$ cat src/rtl/fwd_hazard_ctrl.sv
// Forwarding-select and load-use stall controller for the EX operand muxes.
// Optional FWD_ZERO_GUARD_EN: register 0 is hardwired zero and never forwards.
module fwd_hazard_ctrl #(
  parameter int REG_W    = 6,
  parameter int LOAD_LAT = 1
) (
  input  logic             clk,
  input  logic             rst,
  input  logic             id_valid,
  input  logic [REG_W-1:0] id_rs,
  input  logic [REG_W-1:0] id_rt,
  input  logic [REG_W-1:0] id_rd,
  input  logic             id_uses_rs,
  input  logic             id_uses_rt,
  input  logic             id_regwrite,
  input  logic             id_memread,
  input  logic             flush,
  output logic             stall,
  output logic [1:0]       fwd_a_sel,
  output logic [1:0]       fwd_b_sel,
  output logic             ex_bubble
);

`ifdef FWD_ZERO_GUARD_EN
  localparam bit ZERO_GUARD = 1'b1;
`else
  localparam bit ZERO_GUARD = 1'b0;
`endif

  localparam logic [1:0] LAT_M1 = 2'(LOAD_LAT - 1);

  typedef struct packed {
    logic             valid;
    logic [REG_W-1:0] rs;
    logic [REG_W-1:0] rt;
    logic [REG_W-1:0] rd;
    logic             uses_rs;
    logic             uses_rt;
    logic             regwrite;
    logic             memread;
  } ex_rec_t;

  typedef struct packed {
    logic             valid;
    logic [REG_W-1:0] rd;
    logic             regwrite;
    logic             memread;
  } mem_rec_t;

  // WB only needs to know whether it writes rd; load data is ready there.
  typedef struct packed {
    logic             valid;
    logic [REG_W-1:0] rd;
    logic             regwrite;
  } wb_rec_t;

  typedef enum logic {
    IDLE,
    STALL
  } state_t;

  ex_rec_t  ex_q;
  mem_rec_t mem_q;
  wb_rec_t  wb_q;
  state_t   state_q, state_d;
  logic [1:0] cnt_q, cnt_d;
  logic     hz;

  function automatic logic rd_live(input logic [REG_W-1:0] r);
    return !ZERO_GUARD || (r != '0);
  endfunction

  always_ff @(posedge clk or posedge rst) begin
    if (rst) begin
      ex_q  <= '0;
      mem_q <= '0;
      wb_q  <= '0;
    end else begin
      mem_q <= '{ex_q.valid, ex_q.rd,
                 ex_q.regwrite, ex_q.memread};
      wb_q  <= '{mem_q.valid, mem_q.rd,
                 mem_q.regwrite};
      if (flush || stall)
        ex_q <= '0;
      else
        ex_q <= '{id_valid, id_rs, id_rt, id_rd,
                  id_uses_rs, id_uses_rt,
                  id_regwrite, id_memread};
    end
  end

  assign hz = id_valid & ex_q.valid
            & ex_q.memread & ex_q.regwrite
            & rd_live(ex_q.rd)
            & ((id_uses_rs & (id_rs == ex_q.rd))
             | (id_uses_rt & (id_rt == ex_q.rd)));

  always_ff @(posedge clk or posedge rst) begin
    if (rst) begin
      state_q <= IDLE;
      cnt_q   <= '0;
    end else begin
      state_q <= state_d;
      cnt_q   <= cnt_d;
    end
  end

  always_comb begin
    state_d = state_q;
    cnt_d   = cnt_q;
    unique case (state_q)
      IDLE:  cnt_d = (hz && !flush) ? LAT_M1 : 2'd0;
      STALL: cnt_d = flush ? 2'd0 : cnt_q - 2'd1;
      default: cnt_d = 2'd0;
    endcase
    state_d = (cnt_d != 2'd0) ? STALL : IDLE;
  end

  assign stall = (hz | (cnt_q != 2'd0)) & ~flush;

  logic mem_ok, wb_ok;
  logic a_mem, a_wb, b_mem, b_wb;

  assign mem_ok = mem_q.valid & mem_q.regwrite
                & ~mem_q.memread & rd_live(mem_q.rd);
  assign wb_ok  = wb_q.valid & wb_q.regwrite
                & rd_live(wb_q.rd);

  assign a_mem = ex_q.valid & ex_q.uses_rs & mem_ok
               & (mem_q.rd == ex_q.rs);
  assign a_wb  = ex_q.valid & ex_q.uses_rs & wb_ok
               & (wb_q.rd == ex_q.rs) & ~a_mem;
  assign b_mem = ex_q.valid & ex_q.uses_rt & mem_ok
               & (mem_q.rd == ex_q.rt);
  assign b_wb  = ex_q.valid & ex_q.uses_rt & wb_ok
               & (wb_q.rd == ex_q.rt) & ~b_mem;

  always_comb begin
    fwd_a_sel = 2'b00;
    unique case (1'b1)
      a_mem:   fwd_a_sel = 2'b01;
      a_wb:    fwd_a_sel = 2'b10;
      default: fwd_a_sel = 2'b00;
    endcase
  end

  always_comb begin
    fwd_b_sel = 2'b00;
    unique case (1'b1)
      b_mem:   fwd_b_sel = 2'b01;
      b_wb:    fwd_b_sel = 2'b10;
      default: fwd_b_sel = 2'b00;
    endcase
  end

  assign ex_bubble = ~ex_q.valid;

endmodule

$ cat config.mk
export PLATFORM = sky130hd
export DESIGN_NAME = fwd_hazard_ctrl
export DESIGN_NICKNAME = d
export VERILOG_FILES = /design/src/rtl/fwd_hazard_ctrl.sv
export SDC_FILE = /design/constraint.sdc
export NUM_CORES = 1
export LEC_CHECK = 0
export BUFFER_PORTS_ARGS = -buffer_cell sky130_fd_sc_hd__buf_2
export CORE_ASPECT_RATIO = 0.7
export CORE_UTILIZATION = 45
export CTS_BUF_LIST = sky130_fd_sc_hd__clkbuf_4 sky130_fd_sc_hd__clkbuf_8
export CTS_CLUSTER_SIZE = 16
export DETAILED_ROUTE_END_ITERATION = 16
export PLACE_DENSITY_LB_ADDON = 0.05
export SYNTH_ARGS = -nofsm -noshare
export SYNTH_HDL_FRONTEND = slang
export SYNTH_SLANG_ARGS = --single-unit
$ cat constraint.sdc
create_clock -name clk -period 3 [get_ports clk]
set_clock_uncertainty 0.2 [all_clocks]
set_input_delay 0.45 -clock clk [delete_from_list [all_inputs] [get_ports clk]]
set_output_delay 0.45 -clock clk [all_outputs]
set_load 0.01 [all_outputs]
# Word-level counts from Yosys, hierarchy flattened
# Cells that the tools add are included.
[word_totals]
regBits = 43
latch_bits = 0
ram_bits = 0
mem_bits_ro = 0
input_bits = 26
out_inout_bits = 6
elab_cells = 63
n_memories = 0
[classes]
addsub = 1
mul = 0
div = 0
order_cmp = 0
eq_ne = 6
n_shift = 0
mux = 6
bitwise = 30
n_reduce_logical = 3
[ops]
columns = ["op", "n"]
rows = [
  ["6-bit == test", 6],
  ["23-bit two-way mux", 1],
  ["1-bit bitwise AND", 22],
  ["2-bit one-hot mux with 2 select lines", 3],
  ["1-bit NOT", 6],
  ["2-bit nonzero test", 2],
  ["2-bit two-way mux", 1],
  ["1-bit OR", 2],
  ["2-bit by 1-bit subtractor with 2-bit output (second input constant)", 1],
  ["1-bit logical OR", 1],
  ["1-bit two-way mux", 1],
]

# Logic depth before layout (Yosys ltp)
[depth]
ltp_word = 8
mapped_depth = 7
ltp_nobuf = 5

# Worst setup path after synthesis
# Ideal clock, no wire load.
[synth_timing]
path_type = "register to output"
from = "register ex_q[15] (netlist name)"
to = "output port fwd_b_sel[1]"
t_arrival_ns = 1.191
t_required_ns = 2.350
path_slack_ns = 1.159
path_stages_with_launch = 5
path_buffers = 0
cell_sequence = "dfrtp_1 -> xor2_1 -> nor4_1 -> nand4_1 -> nor3_1"
[synth_via]
elab_chain_len = 5
elab_cells_between_ends = 7
classes_between = "eq/ne: 2; mux: 1; bitwise: 4"
[synth_rtl]
columns = ["element", "line_no", "rtl"]
rows = [
  ["start, declared", "62", "ex_rec_t ex_q;"],
  ["start signal, assigned", "86", "ex_q <= '{id_valid, id_rs, id_rt, id_rd,"],
  ["6-bit == test", "134", "& (mem_q.rd == ex_q.rt);"],
  ["1-bit bitwise AND", "134", ""],
  ["1-bit NOT", "136", "& (wb_q.rd == ex_q.rt) & ~b_mem;"],
  ["1-bit bitwise AND", "136", ""],
  ["2-bit one-hot mux with 2 select lines (*)", "149", "unique case (1'b1)"],
  ["end, declared", "20", "output logic [1:0] fwd_b_sel,"],
]
# Mark *: on every way between the ends. The rest lies on a longest branch, timed or not.

# Worst setup path in the final report
[layout_timing]
from = "register cnt_q[0]"
to = "output port stall"
[layout_via]
elab_chain_len = 3
[layout_rtl]
columns = ["element", "line_no", "rtl"]
rows = [
  ["start, declared", "66", "logic [1:0] cnt_q, cnt_d;"],
  ["start signal, assigned", "104", "cnt_q <= cnt_d;"],
  ["2-bit nonzero test", "119", "assign stall = (hz | (cnt_q != 2'd0)) & ~flush;"],
  ["1-bit OR", "119", ""],
  ["1-bit bitwise AND", "119", ""],
  ["end, declared", "18", "output logic stall,"],
]
# No other way between the ends.

==> results_dict.tcl <==
set metrics [dict create \
    status "complete, no violations" \
    yosys-top-cells-area "dfrtp_1, xnor2_1, a211oi_2, xor2_1, nand2_1" \
    grt_max_degree 44 \
    cts_inserted_buffers 5 \
    pin_count 32 \
    pwr-share-seq_pct 57.1 \
    drt_iter0_markers 88 \
    critPathRequiredTime_ps 2350 \
    insertedDiodeCount 0 \
    ys_ff_latch 43 \
    syn_nets 197 \
    cp_max_fo 17 \
    yosysTopAreaCell "dfrtp_1" \
    seq_area_frac_synth_pct 55.1 \
    routed-via-count 1244 \
    post-place-ws_ps 970 \
    nets 228 \
    synthXorXnorAreaFrac_pct 16.1 \
    drv_cap 0 \
    synth-compound-area-share_pct 12.6 \
    final_cell_mix "dfrtp_1, buf_2, nand2_1" \
    dieHeight_um 57.1 \
    cp.arrival_ps 1690 \
    final_common_cell "dfrtp_1" \
    max_freq_ghz 0.427 \
    area_growth_pct 14.0 \
    clkLatencyLatePin_ps 290 \
    startpoint_type "flip-flop" \
    peakVddDrop_mv 0.287 \
    postSynthAreaPerCell_um2 11.5 \
    grt_pass1_vias 1297 \
    place_congestion 0.799 \
    die_w_um 80.8 \
    r2r_start "cnt_q[0]" \
    yosysWarningCount 0 \
    grt.overflow.total 0 \
    antenna_found_initial 0 \
    hold_buffers 0 \
    crit_start "cnt_q[0]" \
    slew_headroom_pct 63.9 \
    p_leak_nw 1.07 \
    synthSimpleGateAreaFrac_pct 11.7 \
    max_slew.worst_pin.slew_ps 541 \
    timing.final.ws_setup_ps 656 \
    setup_tns_ps 0 \
    vias_per_cell 4.90 \
    final_core_util_pct 55.1 \
    synth_top_area_share_pct 55.1 \
    report.final.slew_viol_count 0 \
    ys_types 24 \
    p_sw_w 0.000286 \
    core_mm2 0.00404 \
    p_clk_share_pct 32.9 \
    synth-adder-area-share_pct 0.640 \
    cts_resized 0 \
    rows 19 \
    synthesis.instances 170 \
    grt_pass1_wl_um 6350 \
    dr.pass1.iters 4 \
    crit_path_end_kind "primary output" \
    setup_viol 0 \
    postCtsSetupBuffers 0 \
    synth_top_family_by_area "XOR/XNOR gates" \
    ctsHtreeMaxLevel 2 \
    drive_gt1_share_pct 27.7 \
    power.density_mw_per_mm2 497 \
    hp-class "input pin to async pin" \
    cts_tree "yes" \
    routed_wl_um 3610 \
    muxShareOfSynthArea_pct 0 \
    pwr-share-comb_pct 10.0 \
    grt_usage_pct 19.0 \
    wl_per_cell_um 14.2 \
    drc 0 \
    switching_share_pct 25.8 \
    p_int_w 0.000821 \
    clkTransAtPathRegs_ps 80 \
    crit_type "flip-flop to primary output" \
    rsz0062_at_grt "no" \
    start_util_pct 48.4 \
    hold_viol_final 0 \
    clk_path_buf_depth 2 \
    io_buffers 31 \
    ant_nets 0 \
    fillers 382 \
    finalCritPeriodShare_pct 78.1 \
    synth_area_mm2 0.00195 \
    layout_min_cycle_time_ps 2340 \
    clock-sinks 43 \
    die_area_mm2 0.00461 \
    hpwl_um 2770 \
    clock-root-buffer "clkbuf_8" \
]
-- worst paths after layout --
check / to / slack [ps] / cells after the start
worst max-delay path: stall / 660 / 5
worst min-delay path: wb_q[7] / 70 / 3
worst max register to register: ex_q[0] / 1000 / 5
worst min register to register: mem_q[1] / 170 / 0
max in group asynchronous: ex_q[5] / 2170 / 3
min in group clk: ex_q[5] / 160 / 3
-- worst max-delay path, stage by stage (launching register included) --
cell and delay, ps:
dfrtp_1 400, inv_1 60, ha_1 480, nor2_1 100, a31o_2 220, buf_2 130
-- stage by stage --
step                      hold slack [ps]  cells  instance area (um2)  power (W)
after floorplan                       147    170                 1950   0.000715
after global placement                156    246                 2140   0.000752
after detailed placement              157    246                 2140   0.000756
after CTS                            88.8    254                 2230    0.00112
after global routing                  112    254                 2230    0.00117
final                                66.2    254                 2230    0.00111
-- registers in the layout, summed over array words and instances, names as in the netlist --
signal,count
state_q,1
wb_q,8
mem_q,9
cnt_q,2
ex_q,23
-- synthesized netlist by cell type --
cell and count:
buf_1 1, xnor2_1 20, ha_1 1, a21oi_1 9, a211oi_2 12, xor2_1 16
and4_1 1, nor2b_1 1, dfrtp_1 43, o22ai_4 1, nor4_1 4, nand2_1 27
buf_2 4, nand3_1 2, a211oi_1 3, and3_1 2, inv_1 5, nand4_1 4
clkbuf_1 3, nand3b_1 1, nor2_1 3, buf_6 2, a31o_2 1, nor3_1 4
-- cells by family (layout without fill, tap and decap cells) --
kind of cell / count (synthesis) / after routing
buffers and inverters: 15 / 47
AO/OA/AOI/OAI: 26 / 26
adder cells (fa/ha/maj): 1 / 1
XOR/XNOR: 36 / 36
flip-flops: 43 / 43
AND/OR/NAND/NOR: 49 / 49
-- power groups by stage --
stage                     clock (W)  combinational (W)  sequential [W]
final                      0.000364           0.000111        0.000632
after global routing       0.000409           0.000125        0.000636
after CTS                  0.000374           0.000113        0.000632
after detailed placement          0           0.000112        0.000644
after global placement            0           0.000111        0.000642
after floorplan                   0          0.0000785        0.000637
-- area by class of cell --
| cell class | count | area (um2) | area share (%) |
|---|---|---|---|
| clock buffers | 5 | 68.8 | 3.09 |
| clock inverters | 3 | 20.0 | 0.898 |
| repair buffers | 34 | 178 | 7.97 |
| well taps | 52 | 65.1 | 2.92 |
| flip-flops and latches | 43 | 1080 | 48.3 |
| inverters | 5 | 18.8 | 0.842 |
| multi-input cells | 112 | 802 | 36.0 |
-- routing by layer --
layer / vias to the layer above / wire length [um] / share of wire (%) / GRT usage [%]
met5: - / 0 / 0 / 0
met4: 0 / 55 / 1.5 / 7.65
met3: 9 / 188 / 5.2 / 5.28
met2: 34 / 1450 / 40 / 25.3
met1: 573 / 1910 / 53 / 29.0
li1: 628 / - / - / -
(Power assumes the default switching activity.)
